### config.mk
export PLATFORM = sky130hd
export DESIGN_NAME = ysyx_23060236_lsu
export DESIGN_NICKNAME = d
export VERILOG_FILES = /design/src/rtl/ysyx_23060236_lsu.sv
export SDC_FILE = /design/constraint.sdc
export NUM_CORES = 1
export LEC_CHECK = 0
export ABC_AREA = 1
export BUFFER_PORTS_ARGS = -buffer_cell sky130_fd_sc_hd__clkbuf_2
export CELL_PAD_IN_SITES_DETAIL_PLACEMENT = 0
export CELL_PAD_IN_SITES_GLOBAL_PLACEMENT = 2
export CORE_ASPECT_RATIO = 0.75
export CORE_MARGIN = 2
export CORE_UTILIZATION = 22
export DETAILED_ROUTE_END_ITERATION = 6
export PLACE_DENSITY = 0.82
export SLEW_MARGIN = 5
export SYNTH_ARGS = -nofsm -noshare
export SYNTH_HDL_FRONTEND = slang
export SYNTH_SLANG_ARGS = --single-unit
### constraint.sdc
create_clock -name clock -period 1.6 [get_ports clock]
set_clock_uncertainty 0.15 [all_clocks]
set_input_delay 0.08 -clock clock [delete_from_list [all_inputs] [get_ports clock]]
set_output_delay 0.08 -clock clock [all_outputs]
set_load 0.01 [all_outputs]
### src/rtl/ysyx_23060236_lsu.sv
// Load/store unit: turns one execute-stage request into an AXI-Lite style read or write.
// Optional macro LSU_MISALIGN_CHECK_EN faults misaligned H/W accesses without touching the bus.
module ysyx_23060236_lsu (
  input  logic        clock,
  input  logic        reset,
  input  logic        lsu_valid,
  input  logic        lsu_ren,
  input  logic        lsu_wen,
  input  logic [2:0]  funct3,
  input  logic [31:0] addr,
  input  logic [31:0] store_data,
  output logic        lsu_over,
  output logic [31:0] lsu_rdata,
  output logic        lsu_err,
  output logic [31:0] araddr,
  output logic        arvalid,
  input  logic        arready,
  input  logic [31:0] rdata,
  input  logic [1:0]  rresp,
  input  logic        rvalid,
  output logic        rready,
  output logic [31:0] awaddr,
  output logic        awvalid,
  input  logic        awready,
  output logic [31:0] wdata,
  output logic [3:0]  wstrb,
  output logic        wvalid,
  input  logic        wready,
  input  logic [1:0]  bresp,
  input  logic        bvalid,
  output logic        bready
);

  typedef enum logic [2:0] {
    IDLE,
    RADDR,
    RDATA,
    WREQ,
    WRESP,
    DONE
  } state_t;

  state_t      state_q, state_d;
  logic [31:0] addr_q, addr_d;
  logic [2:0]  funct3_q, funct3_d;
  logic [31:0] store_data_q, store_data_d;
  logic [31:0] rdata_q, rdata_d;
  logic        err_q, err_d;
  logic        aw_done_q, aw_done_d;
  logic        w_done_q, w_done_d;

  logic        misalign;
  logic [4:0]  lane_shift;
  logic [31:0] rdata_shifted;
  logic [31:0] load_ext;
  logic [3:0]  strb_sel;

  assign lane_shift = {addr_q[1:0], 3'b000};

`ifdef LSU_MISALIGN_CHECK_EN
  always_comb begin
    misalign = 1'b0;
    case (funct3[1:0])
      2'b01:   misalign = addr[0];
      2'b10:   misalign = |addr[1:0];
      default: misalign = 1'b0;
    endcase
  end
`else
  assign misalign = 1'b0;
`endif

  // Load data arrives in word lanes; bring the addressed byte down to bit 0 before extending.
  always_comb begin
    rdata_shifted = rdata >> lane_shift;
    case (funct3_q)
      3'b000:  load_ext = {{24{rdata_shifted[7]}}, rdata_shifted[7:0]};
      3'b001:  load_ext = {{16{rdata_shifted[15]}}, rdata_shifted[15:0]};
      3'b100:  load_ext = {24'b0, rdata_shifted[7:0]};
      3'b101:  load_ext = {16'b0, rdata_shifted[15:0]};
      default: load_ext = rdata_shifted;
    endcase
  end

  always_comb begin
    case (funct3_q[1:0])
      2'b00:   strb_sel = 4'b0001 << addr_q[1:0];
      2'b01:   strb_sel = 4'b0011 << addr_q[1:0];
      default: strb_sel = 4'b1111;
    endcase
  end

  assign araddr  = addr_q;
  assign awaddr  = addr_q;
  assign wdata   = store_data_q << lane_shift;
  assign wstrb   = strb_sel;
  assign arvalid = (state_q == RADDR);
  assign rready  = (state_q == RDATA);
  assign awvalid = (state_q == WREQ) && !aw_done_q;
  assign wvalid  = (state_q == WREQ) && !w_done_q;
  assign bready  = (state_q == WRESP);

  assign lsu_over  = (state_q == DONE);
  assign lsu_err   = (state_q == DONE) && err_q;
  assign lsu_rdata = (state_q == DONE) ? rdata_q : 32'b0;

  always_comb begin
    state_d      = state_q;
    addr_d       = addr_q;
    funct3_d     = funct3_q;
    store_data_d = store_data_q;
    rdata_d      = rdata_q;
    err_d        = err_q;
    aw_done_d    = aw_done_q;
    w_done_d     = w_done_q;
    case (state_q)
      IDLE: begin
        if (lsu_valid) begin
          addr_d       = addr;
          funct3_d     = funct3;
          store_data_d = store_data;
          rdata_d      = 32'b0;
          err_d        = 1'b0;
          aw_done_d    = 1'b0;
          w_done_d     = 1'b0;
          if ((lsu_ren || lsu_wen) && misalign) begin
            err_d   = 1'b1;
            state_d = DONE;
          end else if (lsu_ren) begin
            state_d = RADDR;
          end else if (lsu_wen) begin
            state_d = WREQ;
          end else begin
            state_d = DONE;
          end
        end
      end
      RADDR: begin
        if (arready) state_d = RADDR == RADDR ? RDATA : RADDR;
      end
      RDATA: begin
        if (rvalid) begin
          rdata_d = load_ext;
          err_d   = |rresp;
          state_d = DONE;
        end
      end
      // Address and data channels retire independently; leave once both have handshaken.
      WREQ: begin
        if (awready) aw_done_d = 1'b1;
        if (wready)  w_done_d  = 1'b1;
        if ((aw_done_q || awready) && (w_done_q || wready)) state_d = WRESP;
      end
      WRESP: begin
        if (bvalid) begin
          err_d   = |bresp;
          state_d = DONE;
        end
      end
      DONE:    state_d = IDLE;
      default: state_d = IDLE;
    endcase
  end

  always_ff @(posedge clock or negedge reset) begin
    if (!reset) begin
      state_q      <= IDLE;
      addr_q       <= 32'b0;
      funct3_q     <= 3'b0;
      store_data_q <= 32'b0;
      rdata_q      <= 32'b0;
      err_q        <= 1'b0;
      aw_done_q    <= 1'b0;
      w_done_q     <= 1'b0;
    end else begin
      state_q      <= state_d;
      addr_q       <= addr_d;
      funct3_q     <= funct3_d;
      store_data_q <= store_data_d;
      rdata_q      <= rdata_d;
      err_q        <= err_d;
      aw_done_q    <= aw_done_d;
      w_done_q     <= w_done_d;
    end
  end

endmodule

==> results of run 1 <==
==> state kept, by name, indices dropped and copies added, names as in the netlist <==
| signal | flops |
|---|---|
| funct3_q | 3 |
| aw_done_q | 1 |
| store_data_q | 32 |
| state_q | 3 |
| rdata_q | 32 |
| w_done_q | 1 |
| araddr | 32 |
| err_q | 1 |
==> per-layer routing <==
metal	part of all wire, %	track usage (%)	vias to the layer above
li1	-	-	3243
met1	45	21.9	3057
met2	48	26.6	215
met3	6.3	3.32	18
met4	1.1	3.06	0
met5	0	0	-
==> repair_timing <==
action	CTS	global route
endpoints found under the setup margin	120	169
hold buffers	101	0
setup buffers	14	11
gates cloned	5	16
endpoints found under the hold margin	195	0
resized for setup	97	189
pin swaps	15	14
==> through the flow <==
step | util [%] | hold WS (ps) | setup WS (ps) | cells | setup TNS [ps]
after detailed placement | 28.8 | -243 | -77.2 | 1379 | -949
after floorplan | - | -366 | 8.67 | 814 | 0
final | 39.1 | -13.0 | -242 | 1540 | -13530
after CTS | 36.0 | 3.92 | -249 | 1515 | -16210
after global placement | 28.8 | -243 | -34.8 | 1379 | -211
after global routing | 39.1 | 12.3 | -300 | 1540 | -26520
==> final cells by class <==
type                       count  area (µm²)  area share, %
multi-input combinational    576        2890           28.6
timing repair buffer         436        3490           34.6
clock buffer                   9         225           2.23
tap                          344         430           4.27
timing repair inverter         1        16.3          0.161
inverter                      62         288           2.85
clock inverter                 7         118           1.17
sequential                   105        2630           26.1
==> critical path: cells and delay by family (launching register included) <==
| family | cells | cell delay (ps) |
|---|---|---|
| flops | 1 | 460 |
| compound gates | 2 | 190 |
| buf+inv | 3 | 440 |
| simple gates | 1 | 160 |
==> layout by cell type (no fill, tap or decap), types with 17 or more instances in the layout <==
cell type      netlist  layout
clkbuf_2             0     187
dlygate4sd3_1        0     101
nor2_2               2      18
o21ai_1             24      43
buf_6                2      29
o21ai_0             43      17
nand2_1            369     321
nor2_1              67      40
clkbuf_16            0      18
dfrtp_1            105     102
nand2_2              4      43
inv_1               52      51
buf_4               37      37
buf_2               19      50
==> power groups by stage <==
stage	registers [mW]	logic, mW	clock network, mW
after floorplan	4.69	5.26	0
after global routing	4.95	13.1	2.76
after CTS	4.74	10.5	2.66
after detailed placement	4.73	8.68	0
final	4.80	12.0	2.57
after global placement	4.70	8.68	0
==> worst max-delay path by stage <==
| stage | to | slack, ps | from | depth (start not counted) |
|---|---|---|---|---|
| global placement | lsu_rdata[26] | -30 | state_q[2] | 7 |
| detailed placement | wdata[27] | -80 | araddr[0] | 5 |
| CTS | wdata[30] | -250 | araddr[0] | 6 |
| finish | wdata[31] | -240 | araddr[1] | 6 |
| global route | wdata[30] | -300 | araddr[0] | 6 |
| floorplan | rdata_q[6] | 9 | araddr[1] | 8 |
==> cell families after synthesis <==
group	count (synthesis)	synth area share (%)
buffers and inverters	134	11.9
AO/OA/AOI/OAI	100	9.28
AND/OR/NAND/NOR	475	32.9
flip-flops	105	45.9
==> impl_results.md, run 1 <==
- Status: finished, violations left
- Failing checks: negative hold slack, negative setup slack
- Reg2Reg Depth: 10
- Std cell rows: 51
- Final Critical Period: 1840 ps
- Post-synth cell types: 28
- TritonCTS clock tree: yes
- Final wirelength: 24600 µm
- HP Class: input port to register
- Clock power frac: 13.3%
- CP arrival: 1610 ps
- Fin crit share: 115%
- IO Pins: 252
- Port bufs: 251
- Global-route wire length before repair: 34000 µm
- Post-route cell area: 10100 µm²
- Avg Inst Size Synth: 7.04 µm²
- Final #Nets: 1304
- Post-DP Area: 7420 µm²
- Root buf cell: clkbuf_16
- Warnings from Yosys: 0
- Clock buffer depth: 2
- Antenna viol nets, final: 0
- First-pass detailed-route iteration total: 4
- Post-synth top area cell: dfrtp_1
- DR vias/cell: 4.24
- Max-slew violations: 0
- Critical path endpoint category: output pin
- Yosys reg bits: 105
- VDD IR max: 0.999 mV
- DRC: 0
- RD Place Congestion: 0.859
- Layout cells sized above 1: 40.3%
- N_diodes: 0
- Core area: 25800 µm²
- Initial drt markers: 329
- Total power: 19.4 mW
- Cells after synthesis: 814
- Clk slew on worst S/H paths: 80 ps
- TritonCTS buffer count: 9
- Slew @ Worst Pin: 350 ps
- # setup viols final: 129
- Crit Path Class: register to output pin
- Antenna violations before repair: 0
- CP max FO: 5
- Die width: 190 µm
- Sw Ratio: 46.2%
- Cells on Worst Hold Path: 5
- Max Cap Viol: 0
- Worst rel slew slack: 76.7%
- CP peak stage delay: 460 ps
- PD cells: 1930 nW/µm²
- Vias in the first global route: 6093
- Slowest-stage cell, CP: dfrtp_2
- Synth cell count leaders: nand2_1 (369), dfrtp_1 (105), nor2_1 (67), inv_1 (52), o21ai_0 (43)
- Final Hold Vio Count: 2
- Largest net degree at the start of global routing: 59
- Worst path cell trace: nor2_4 > buf_12 > buf_8 > a22oi_2 > o21ai_1 > clkbuf_2
- Hold Slack: -13.0 ps
- RSZ-0062 raised after global routing: true
- R2R Path Start: araddr[0]
- Post-synth ARST share: 100%
- Worst Hold Launch: rdata[1]
- Clock Latency Late Sink: 360 ps
- GR Overflow Total: 0
- Mapped Nets: 927
- R2R Path End: rdata_q[23]
- Largest cells by area after synthesis: dfrtp_1 (46%), nand2_1 (24%), buf_4 (4.8%)
- Post-Syn Area: 5730 µm²
- Sequential share of power: 24.7%
- Count leader, synth: nand2_1
- Flop2flop setup slack: -120 ps
- Die area: 27400 µm²
- Psw: 8.96 mW
- Htree depth: 3
- Hold path endpoint: rdata_q[1]
- Seq/Total Area, Yosys: 45.9%
- Layout area overhead: 76.0%
- Fillers: 2712
- Setup WS post-layout: -242 ps
- Synth top area share: 45.9%
- Critical Path RT: 1370 ps
- Wire per inst: 16.0 µm
- GRT Util Overall: 16.1%
- EDFF count, synth: 0
- Detailed-route via count: 6533
- Gate power share: 62.0%
- CP Launch Type: register
- Leakage power: 5.32 nW
- Initial Util: 22.2%
- Internal power: 10.5 mW
- Clk sinks: 105
- Post-synth top flop: dfrtp_1
- Die height: 144 µm
- Post-DP HPWL: 15300 µm
- Max frequency: 543 MHz
No activity file was read; power rests on OpenSTA's default activity.
==> inputs of run 2 (changes only) <==
--- a/config.mk
+++ b/config.mk
@@ -10,7 +10,7 @@
 export CELL_PAD_IN_SITES_DETAIL_PLACEMENT = 0
 export CELL_PAD_IN_SITES_GLOBAL_PLACEMENT = 2
 export CORE_ASPECT_RATIO = 0.75
-export CORE_MARGIN = 2
+export CORE_MARGIN = 10
 export CORE_UTILIZATION = 22
 export DETAILED_ROUTE_END_ITERATION = 6
 export PLACE_DENSITY = 0.82
==> run 2 against run 1 <==
Net effect: the flow finishes with violations (negative setup slack); critical endpoint is now wdata[28]; wire length rose by 3.8%; largest cell class unchanged; critical path depth rose by 1; die area rose by 20%; fmax fell by 1.5%; utilization rose by 0.74 points; register-to-register slack got worse by 100 ps; via count fell by 2.0%; sequential share of layout area fell by 0.50 points; cell area rose by 1.9%; first-iteration DRC count fell by 16%; global-route usage fell by 0.79 points.
==> impl_results.md, run 2 (synthesis results as in run 1) <==
- Port bufs: 251 (unchanged)
- DRC: 0 (unchanged)
- GRT Util Overall: 15.3% (was 16.1%)
- Antenna violations before repair: 0 (unchanged)
- # setup viols final: 107 (was 129)
- Final Core Density: 39.9% (was 39.1%)
- Std cell rows: 51 (unchanged)
- Busiest grt layer: met2 (unchanged)
- Global-route wire length before repair: 39800 µm (was 34000 µm)
- Layout area overhead: 79.3% (was 76.0%)
- DR vias/cell: 4.17 (was 4.24)
- Hold path endpoint: rdata_q[0] (was rdata_q[1])
- Total power: 20.1 mW (was 19.4 mW)
- Post-DP HPWL: 18000 µm (was 15300 µm)
- Leakage power: 5.31 nW (was 5.32 nW)
- Worst Hold Launch: rdata[16] (was rdata[1])
- Final wirelength: 25600 µm (was 24600 µm)
- Crit Path Class: register to output pin (unchanged)
- Detailed-route via count: 6400 (was 6533)
- Antenna viol nets, final: 0 (unchanged)
- VDD IR max: 0.984 mV (was 0.999 mV)
- Htree depth: 3 (unchanged)
- Flop2flop setup slack: -220 ps (was -120 ps)
- Hold Slack: 6.01 ps (was -13.0 ps)
- Clk slew on worst S/H paths: 80 ps (about the same)
- Critical path endpoint category: output pin (unchanged)
- Max frequency: 535 MHz (was 543 MHz)
- Most common cell after layout, fill and taps aside: nand2_1 (unchanged)
- Reg2Reg Depth: 11 (was 10)
- Core area: 25800 µm² (unchanged)
- Layout cells sized above 1: 42.5% (was 40.3%)
- Initial Util: 22.2% (unchanged)
- Clock Latency Late Sink: 360 ps (about the same)
- Clk sinks: 105 (unchanged)
- Post-route cell area: 10300 µm² (was 10100 µm²)
- Sw Ratio: 46.9% (was 46.2%)
- Clock buffer depth: 2 (unchanged)
- Die area: 33000 µm² (was 27400 µm²)
- Largest net degree at the start of global routing: 46 (was 59)
- RD Place Congestion: 0.818 (was 0.859)
- Gate power share: 63.4% (was 62.0%)
- TritonCTS buffer count: 9 (unchanged)
- CP max FO: 8 (was 5)
- Status: finished, violations left (unchanged)
- Post-DP Area: 7410 µm² (was 7420 µm²)
- RSZ-0062 raised after global routing: true (unchanged)
- HP Class: input port to register (unchanged)
- Failing checks: negative setup slack (was negative hold slack, negative setup slack)
- Sequential share of power: 24.0% (was 24.7%)
- IO Pins: 252 (unchanged)
- TritonCTS clock tree: yes (unchanged)
- Psw: 9.43 mW (was 8.96 mW)
- Clock power frac: 12.6% (was 13.3%)
- Final Hold Vio Count: 0 (was 2)
- M1 GR Usage: 19.5% (was 21.9%)
- Worst rel slew slack: 74.2% (was 76.7%)
- N_diodes: 0 (unchanged)
- R2R Path Start: araddr[0] (unchanged)
- R2R Path End: rdata_q[16] (was rdata_q[23])
- PD cells: 1960 nW/µm² (was 1930 nW/µm²)
- # placed instances: 1381 (was 1379)
- Die height: 160 µm (was 144 µm)
- GR Overflow Total: 0 (unchanged)
- Fin crit share: 117% (was 115%)
- Root buf cell: clkbuf_16 (unchanged)
- Vias in the first global route: 6889 (was 6093)
- CP Launch Type: register (unchanged)
- Max Cap Viol: 0 (unchanged)
- GR Util met2: 25.1% (was 26.6%)
- Cells on Worst Hold Path: 5 (unchanged)
- Wire per inst: 16.6 µm (was 16.0 µm)
- Most frequent cells in the layout: nand2_1 (328), clkbuf_2 (207), dlygate4sd3_1 (104) (was nand2_1 (321), clkbuf_2 (187), dfrtp_1 (102))
- Finished Layout Cells: 1535 (was 1540)
- Critical Path RT: 1370 ps (about the same)
- Max-slew violations: 0 (unchanged)
- Slew @ Worst Pin: 387 ps (was 350 ps)
- CP arrival: 1640 ps (was 1610 ps)
- Initial drt markers: 275 (was 329)
- Internal power: 10.7 mW (was 10.5 mW)
- Grt met3 use: 4.81% (was 3.32%)
- Final Critical Period: 1870 ps (was 1840 ps)
- First-pass detailed-route iteration total: 6 (was 4)
- Die width: 206 µm (was 190 µm)
- Setup WS post-layout: -269 ps (was -242 ps)
- Final #Nets: 1299 (was 1304)
[run 2: cell types whose count changed in the layout (fill, tap and decap cells not counted), sizes merged]
| cell | previous run | this run |
|---|---|---|
| buf | 138 | 112 |
| clkbuf | 206 | 222 |
| clkinv | 7 | 6 |
| dlygate4sd3 | 101 | 104 |
| inv | 62 | 65 |
[run 2: how the worst max path moves through the flow]
stage | from | to | slack (ps)
6_report | araddr[0] | wdata[28] | -270
5_1_grt | araddr[0] | wdata[28] | -350
4_1_cts | araddr[0] | wdata[28] | -310
3_5_place_dp | araddr[0] | rdata_q[9] | -110
3_3_place_gp | state_q[1] | rdata_q[11] | -20
2_1_floorplan | araddr[1] | rdata_q[6] | 9
[run 2: final cells by class]
cell class / count / area [µm²]
Sequential cell: 105 / 2630
Multi-Input combinational cell: 576 / 3170
Fill cell: 2665 / 15500
Timing Repair Buffer: 429 / 3400
Timing Repair inverter: 3 / 45.0
Tap cell: 344 / 430
Clock buffer: 9 / 225
Clock inverter: 7 / 118
Inverter: 62 / 265
[run 2: repair_timing]
item / CTS / global route
gates resized for setup: 192 / 141
cloned: 6 / 3
endpoints found under the setup margin: 101 / 175
setup buffers: 24 / 9
hold buffers: 104 / 0
pin swaps: 36 / 43
hold endpoints to repair: 200 / 0
[run 2: stage by stage]
step                setup slack [ps]  setup TNS, ps
floorplan                       8.67              0
global placement               -23.3           -196
detailed placement              -107           -917
CTS                             -309         -16750
global route                    -352         -28810
finish                          -269         -18190
[run 2: power groups by stage]
stage / clock, mW / combinational [mW] / sequential [mW]
floorplan: 0 / 5.26 / 4.69
global placement: 0 / 8.88 / 4.70
detailed placement: 0 / 8.91 / 4.71
CTS: 2.63 / 11.6 / 4.72
global route: 2.74 / 13.9 / 4.98
finish: 2.53 / 12.7 / 4.83
[run 2: per-layer routing]
| layer | share of wire [%] | routed length, µm |
|---|---|---|
| met1 | 44 | 11300 |
| met2 | 47 | 12100 |
| met3 | 7.4 | 1890 |
| met4 | 0.81 | 208 |
| met5 | 0 | 0 |
[run 2: critical path, stage by stage (launching register included)]
cell and delay, ps:
dfrtp_1 400, buf_6 150, nor2_4 150, buf_12 130
buf_12 130, a22oi_2 70, o21ai_1 80, buf_4 160
